===== src/rtl/calc_entry_ctrl.sv =====
// Keypad-to-ALU sequencer: collects operand A, an operator and operand B from
// decoded key codes, then issues one ALU operation guarded by a watchdog.
module calc_entry_ctrl #(
  parameter int MAX_DIGITS = 4,
  parameter int TIMEOUT    = 1024
) (
  input  logic       IN_clk,
  input  logic       IN_rst_n,
  input  logic       IN_key_valid,
  input  logic [3:0] IN_key_code,
  input  logic       IN_alu_done,
  output logic       OUT_key_ready,
  output logic [7:0] OUT_SRCH,
  output logic [7:0] OUT_SRCL,
  output logic [7:0] OUT_DSTH,
  output logic [7:0] OUT_DSTL,
  output logic [7:0] OUT_ALU_OP,
  output logic       OUT_start,
  output logic       OUT_finish,
  output logic       OUT_error,
  output logic [2:0] OUT_dbg_state
);

  localparam int CW  = $clog2(MAX_DIGITS + 1);
  localparam int WDW = (TIMEOUT > 1) ? $clog2(TIMEOUT) : 1;

  typedef enum logic [2:0] {
    S_ENTER_A = 3'd0,
    S_ENTER_B = 3'd1,
    S_ISSUE   = 3'd2,
    S_WAIT    = 3'd3,
    S_DONE    = 3'd4
  } state_e;

  state_e          state_q, state_d;
  logic [15:0]     acc_a_q, acc_a_d;
  logic [15:0]     acc_b_q, acc_b_d;
  logic [CW-1:0]   cnt_a_q, cnt_a_d;
  logic [CW-1:0]   cnt_b_q, cnt_b_d;
  logic [7:0]      op_q, op_d;
  logic [WDW-1:0]  wd_q, wd_d;

  logic        is_digit;
  logic        is_op;
  logic        is_eq;
  logic [7:0]  op_code;
  logic [15:0] digit_ext;
  logic        wd_expired;

  // Valid/ready: a key is consumed only in a cycle where IN_key_valid and
  // OUT_key_ready are both high; keys offered while not ready are dropped.
  assign is_digit   = IN_key_valid && (IN_key_code <= 4'd9);
  assign is_op      = IN_key_valid && (IN_key_code >= 4'hA) && (IN_key_code <= 4'hE);
  assign is_eq      = IN_key_valid && (IN_key_code == 4'hF);
  assign digit_ext  = {12'd0, IN_key_code};
  assign wd_expired = (wd_q == '0);

  always_comb begin
    op_code = 8'h00;
    case (IN_key_code)
      4'hA:    op_code = 8'h01;
      4'hB:    op_code = 8'h02;
      4'hC:    op_code = 8'h04;
      4'hD:    op_code = 8'h08;
      4'hE:    op_code = 8'h10;
      default: op_code = 8'h00;
    endcase
  end

  always_ff @(posedge IN_clk or negedge IN_rst_n) begin
    if (!IN_rst_n) begin
      state_q <= S_ENTER_A;
    end else begin
      state_q <= state_d;
    end
  end

  always_comb begin
    state_d = state_q;
    case (state_q)
      S_ENTER_A: if (is_op && (cnt_a_q != '0)) state_d = S_ENTER_B;
      S_ENTER_B: if (is_eq && (cnt_b_q != '0)) state_d = S_ISSUE;
      S_ISSUE:   state_d = S_WAIT;
      S_WAIT: begin
        // A done arriving in the expiry cycle still counts as success
        if (IN_alu_done)     state_d = S_DONE;
        else if (wd_expired) state_d = S_ENTER_A;
      end
      S_DONE:    state_d = S_ENTER_A;
      default:   state_d = S_ENTER_A;
    endcase
  end

  always_comb begin
    OUT_key_ready = (state_q == S_ENTER_A) || (state_q == S_ENTER_B);
    OUT_start     = (state_q == S_ISSUE);
    OUT_finish    = (state_q == S_DONE);
    OUT_error     = (state_q == S_WAIT) && !IN_alu_done && wd_expired;
    OUT_dbg_state = state_q;
  end

  always_ff @(posedge IN_clk or negedge IN_rst_n) begin
    if (!IN_rst_n) begin
      acc_a_q <= '0;
      acc_b_q <= '0;
      cnt_a_q <= '0;
      cnt_b_q <= '0;
      op_q    <= '0;
      wd_q    <= '0;
    end else begin
      acc_a_q <= acc_a_d;
      acc_b_q <= acc_b_d;
      cnt_a_q <= cnt_a_d;
      cnt_b_q <= cnt_b_d;
      op_q    <= op_d;
      wd_q    <= wd_d;
    end
  end

  always_comb begin
    acc_a_d = acc_a_q;
    acc_b_d = acc_b_q;
    cnt_a_d = cnt_a_q;
    cnt_b_d = cnt_b_q;
    op_d    = op_q;
    wd_d    = wd_q;
    case (state_q)
      S_ENTER_A: begin
        if (is_digit && (cnt_a_q < CW'(MAX_DIGITS))) begin
          acc_a_d = acc_a_q * 16'd10 + digit_ext;
          cnt_a_d = cnt_a_q + CW'(1);
        end
        if (is_op && (cnt_a_q != '0)) op_d = op_code;
      end
      S_ENTER_B: begin
        if (is_digit && (cnt_b_q < CW'(MAX_DIGITS))) begin
          acc_b_d = acc_b_q * 16'd10 + digit_ext;
          cnt_b_d = cnt_b_q + CW'(1);
        end
        // The operator may be changed until operand B has started
        if (is_op && (cnt_b_q == '0)) op_d = op_code;
      end
      S_ISSUE: wd_d = WDW'(TIMEOUT - 1);
      S_WAIT: begin
        if (!IN_alu_done) begin
          if (wd_expired) begin
            acc_a_d = '0;
            acc_b_d = '0;
            cnt_a_d = '0;
            cnt_b_d = '0;
            op_d    = '0;
          end else begin
            wd_d = wd_q - WDW'(1);
          end
        end
      end
      S_DONE: begin
        acc_a_d = '0;
        acc_b_d = '0;
        cnt_a_d = '0;
        cnt_b_d = '0;
        op_d    = '0;
      end
      default: ;
    endcase
  end

  assign OUT_SRCH   = acc_a_q[15:8];
  assign OUT_SRCL   = acc_a_q[7:0];
  assign OUT_DSTH   = acc_b_q[15:8];
  assign OUT_DSTL   = acc_b_q[7:0];
  assign OUT_ALU_OP = op_q;

endmodule


===== config.mk =====
export PLATFORM = sky130hd
export DESIGN_NAME = calc_entry_ctrl
export DESIGN_NICKNAME = d
export VERILOG_FILES = /design/src/rtl/calc_entry_ctrl.sv
export SDC_FILE = /design/constraint.sdc
export NUM_CORES = 1
export LEC_CHECK = 0
export CAP_MARGIN = 0
export CORE_MARGIN = 3
export CORE_UTILIZATION = 60
export DETAILED_ROUTE_END_ITERATION = 12
export DONT_BUFFER_PORTS = 1
export GPL_ROUTABILITY_DRIVEN = 0
export PLACE_DENSITY = 0.75
export SETUP_SLACK_MARGIN = 0.15
export SYNTH_ARGS = -nofsm -noshare
export SYNTH_HDL_FRONTEND = slang
export SYNTH_SLANG_ARGS = --single-unit

===== constraint.sdc =====
create_clock -name IN_clk -period 8.81 [get_ports IN_clk]
set_input_delay 1.762 -clock IN_clk [delete_from_list [all_inputs] [get_ports IN_clk]]
set_output_delay 1.762 -clock IN_clk [all_outputs]
set_load 0.02 [all_outputs]

* Word-level counts from Yosys, hierarchy flattened
Index checks and enable logic that the tools add are counted.
Storage, ports and cells: input bits 8, register bits after elaboration 59
Cells by class: add/subtract/negate cells 5, $lt $le $gt $ge 5, $mul 2, reductions and logical operators 27, muxes and demuxes 25, equal/unequal tests 19
Operator list (count):
- case mux 16 bit (3 select lines) | 2
- two-way mux 16 bit | 4
- adder 16 x 4 -> 16 bit | 2
- multiplier 16 x 3 -> 15 bit (second input constant) | 2
- two-way mux 8 bit | 4
- case mux 8 bit (4 select lines) | 1
- case mux 5 bit (5 select lines) | 1
- == test 4 bit (second input constant) | 6
- two-way mux 3 bit | 7
- two-way mux 10 bit | 2
- case mux 10 bit (2 select lines) | 1
- case mux 3 bit (3 select lines) | 2
- case mux 3 bit (4 select lines) | 1
- nonzero test 3 bit | 4
- logical AND 1 bit | 11
- zero test 10 bit | 1
- inequality test 2 bit (second input constant) | 5
- subtractor 10 x 1 -> 10 bit (second input constant) | 1
- <= comparator 4 bit (second input constant) | 2
- AND reduction 4 bit | 2
- adder 3 x 1 -> 3 bit (second input constant) | 2
- == test 3 x 2 -> 1 bit (second input constant) | 2
- zero test 3 bit | 2
- < comparator 3 bit (second input constant) | 2
- other kinds (11) | 14

* Longest topological paths before layout
depth in word-level cells 6, depth in mapped cells 10, mapped depth without buffers 10

* Worst setup path after synthesis
OpenSTA, ideal clock, no wires.
path kind input-to-output, start input IN_alu_done, end output OUT_error, arrival time 2.158 ns, required time 7.048 ns, stages 3, path buffers 0, slack 4.890 ns, cell sequence nor2_1 -> nand3_1 -> inv_1
Between the ends: word-level cells in the longest chain between the ends 3
Ends and longest elaborated chain:
- from (decl) | line 11 | input logic IN_alu_done,
- zero test 1 bit
- logical AND 1 bit (2 in series) | line 98 | OUT_error = (state_q == S_WAIT) && !IN_alu_done && wd_expired;
- to (decl) | line 20 | output logic OUT_error,
Every way passes these cells.

* Final worst setup path
Ends and elaborated chain as after synthesis.

==> run metrics <==
status complete, no violations; Most used DFF post-synth dfrtp_1; # IOs 55; setup TNS 0 ps; synth top area cells dfrtp_1 30%, ha_1 15%, nand2_1 5.3%, xnor2_1 4.3%, xor2_1 3.8%; max cap viols 0; clk root buf clkbuf_8; Max clock buf depth 2; Worst slew margin 0.263; Seq cells post-synth 56; post-synthesis mux area share 0.0215; sequential fraction of the synthesis area 0.302; initial antenna violation count 0; Cell Area, Placed 4730 sq um; IO Port Bufs 0; DRC Markers 0; clock skew 9.16 ps; Die Ht 94.0 um; Routed Antenna Nets 0; xor/xnor cell area share of the yosys netlist 0.0905; via/cell ratio 6.20; Slew Viols, Final 0; post-route cell area 4860 sq um; top cell family by delay on the critical path simple AND/OR/NAND/NOR gates; post-route clock period utilization 0.459; postcts setup bufs 0; Clock Latency Late Sink 310 ps; Ys Warns 0; DR vias 3722; Critical Path RT 7050 ps; post-synth top area share 0.302; post-cts sizing count 0; DRT Pass-1 Iters 5; htree depth 2; number of flops mapped to enable cells by yosys 0; Clock Pin Slew Worst Setup and Hold Paths 90 ps; synthesized area 4650 sq um; synthesized instance count 507; final wirelength 10100 um; Synth Area in Adders 0.171; Core Rows 31; NumNets Final 570; largest family of logic cells by synthesized area compound AO/OA/AOI/OAI gates; slowest cell on the critical path inv_1; critical path fanouts, max 3; f_max 247 MHz; layout cells sized above 1 0.0659; # setup viols final 0; HP Class reg2reg; Synth Area in Compound Gates 0.199; syn_area_per_cell 9.17 sq um; dpl hpwl 7580 um; Hold-fix buffers, CTS 0; Setup CP Type in2out; RSZ-0062 raised after global routing false; # diodes 0; fillers 616; worst hold slack 471 ps; largest net degree at the start of global routing 57; nature of the critical path startpoint input port; crit-path max cell delay 210 ps; Setup crit end kind primary output; drt wl/cell 16.8 um; Netlist cell types 68; Post-Synth Simple-Gate Area 0.186; GRT Total Usage 0.241; Final Hold Fails 0; DR iter-0 viols 310; cell taking the most area after synthesis dfrtp_1; most frequent cells in the layout 65 x nand2_1, 57 x ha_1, 56 x dfrtp_1, 26 x o21ai_0, 26 x nor2_1; CP Cell Sequence nor2_1 > nand3_1 > inv_1; Core ar. 7370 sq um; Slew @ Worst Pin 1100 ps; CTS buffer count 5; final worst path period need 4050 ps; P&R area growth vs syn 4.50%; Worst Path Buf+Inv 1; FFs w/ async S/R, synth 1.00; die width 94.0 um; Congestion Overflow GR 0; first-pass GRT wire length 17100 um; die area 8840 sq um; starting density of the core 0.631; CP arrival 2280 ps; clock sink count 56; vias in the first global route 3560; commonest non-fill, non-tap cell in the layout nand2_1; CTS tree built
synth_stat cells, types with 2 or more instances:
master and number:
o21ai_0 26, a21o_1 14, nor3b_1 5, mux2_2 8, a31oi_1 3, a221o_1 2
o31ai_1 11, xor2_1 20, o211ai_1 2, ha_1 57, fa_1 4, nand3b_1 3
a211o_1 3, nand4_1 7, a22o_1 8, a21oi_1 20, a211oi_1 8, nor2_1 26
dfrtp_1 56, or4_1 3, nor4_1 7, inv_1 16, and3_1 12, nor2b_1 7
nand3_1 11, or2_2 3, buf_4 3, a2111oi_0 2, o21a_1 6, nor3_1 12
nand2_1 65, nand2b_1 4, or3_1 2, clkbuf_1 13, xnor2_1 23, a221oi_1 3
cell families (layout without fill, tap and decap cells):
kind of cell               Yosys count  after routing
and+or+nand+nor                    173            173
xor gates and xnor gates            45             45
buffers and inverters               34             26
muxes                                9              9
AOI/OAI and AO/OA                  128            128
adders and majority gates           61             61
DFF                                 56             56
other                                1              3
area by class of cell:
type / count / area (sq um) / share of cell area
clock buffers: 5 / 68.8 / 0.0142
clock inverters: 2 / 60.1 / 0.0124
inverters: 16 / 60.1 / 0.0124
multi-input cells: 419 / 3120 / 0.642
flip-flops and latches: 56 / 1400 / 0.289
well taps: 99 / 124 / 0.0255
repair buffers: 3 / 22.5 / 0.00464
per-layer routing:
metal	share of wire	up-vias	track usage
li1	-	1842	-
met3	0.070	12	0.0489
met1	0.49	1748	0.352
met2	0.43	120	0.368
met5	0	-	0
met4	0.011	0	0.0542
stage by stage:
step	utilization	cells	setup slack, ps
3_5_place_dp	0.641	593	4790
2_1_floorplan	-	509	4890
3_3_place_gp	0.641	593	4840
4_1_cts	0.659	600	4780
6_report	0.659	600	4760
5_1_grt	0.659	600	4670
flip-flops by register name, summed over array words and instances, names as in the netlist:
| signal | cells |
|---|---|
| acc_b_q | 16 |
| wd_q | 10 |
| OUT_dbg_state | 3 |
| acc_a_q | 16 |
| cnt_a_q | 3 |
| OUT_ALU_OP | 5 |
| cnt_b_q | 3 |
worst paths after layout:
check | from | endpoint | slack, ps | cells after the start
min in group asynchronous | IN_rst_n | wd_q[9]$_DFFE_PN0P_ | 1140 | 0
max in group asynchronous | IN_rst_n | acc_a_q[8]$_DFFE_PN0P_ | 7570 | 0
min reg2reg | wd_q[0]$_DFFE_PN0P_ | wd_q[0]$_DFFE_PN0P_ | 470 | 1
min | wd_q[0]$_DFFE_PN0P_ | wd_q[0]$_DFFE_PN0P_ | 470 | 1
max reg2reg | acc_a_q[1]$_DFFE_PN0P_ | acc_a_q[13]$_DFFE_PN0P_ | 5320 | 10
max | IN_alu_done | OUT_error | 4760 | 3
worst register-to-register path: stages, from the launching register on:
cell	delay [ps]
dfrtp_1	530
ha_1	360
ha_1	230
fa_1	430
a211o_1	350
a21oi_1	290
nor2_1	110
xnor2_1	200
or4b_1	560
xor2_1	160
a22o_1	190
Power is left out: the tool's default activity adds up to more than one toggle a clock period on the data nets, which glitch-free logic cannot reach.
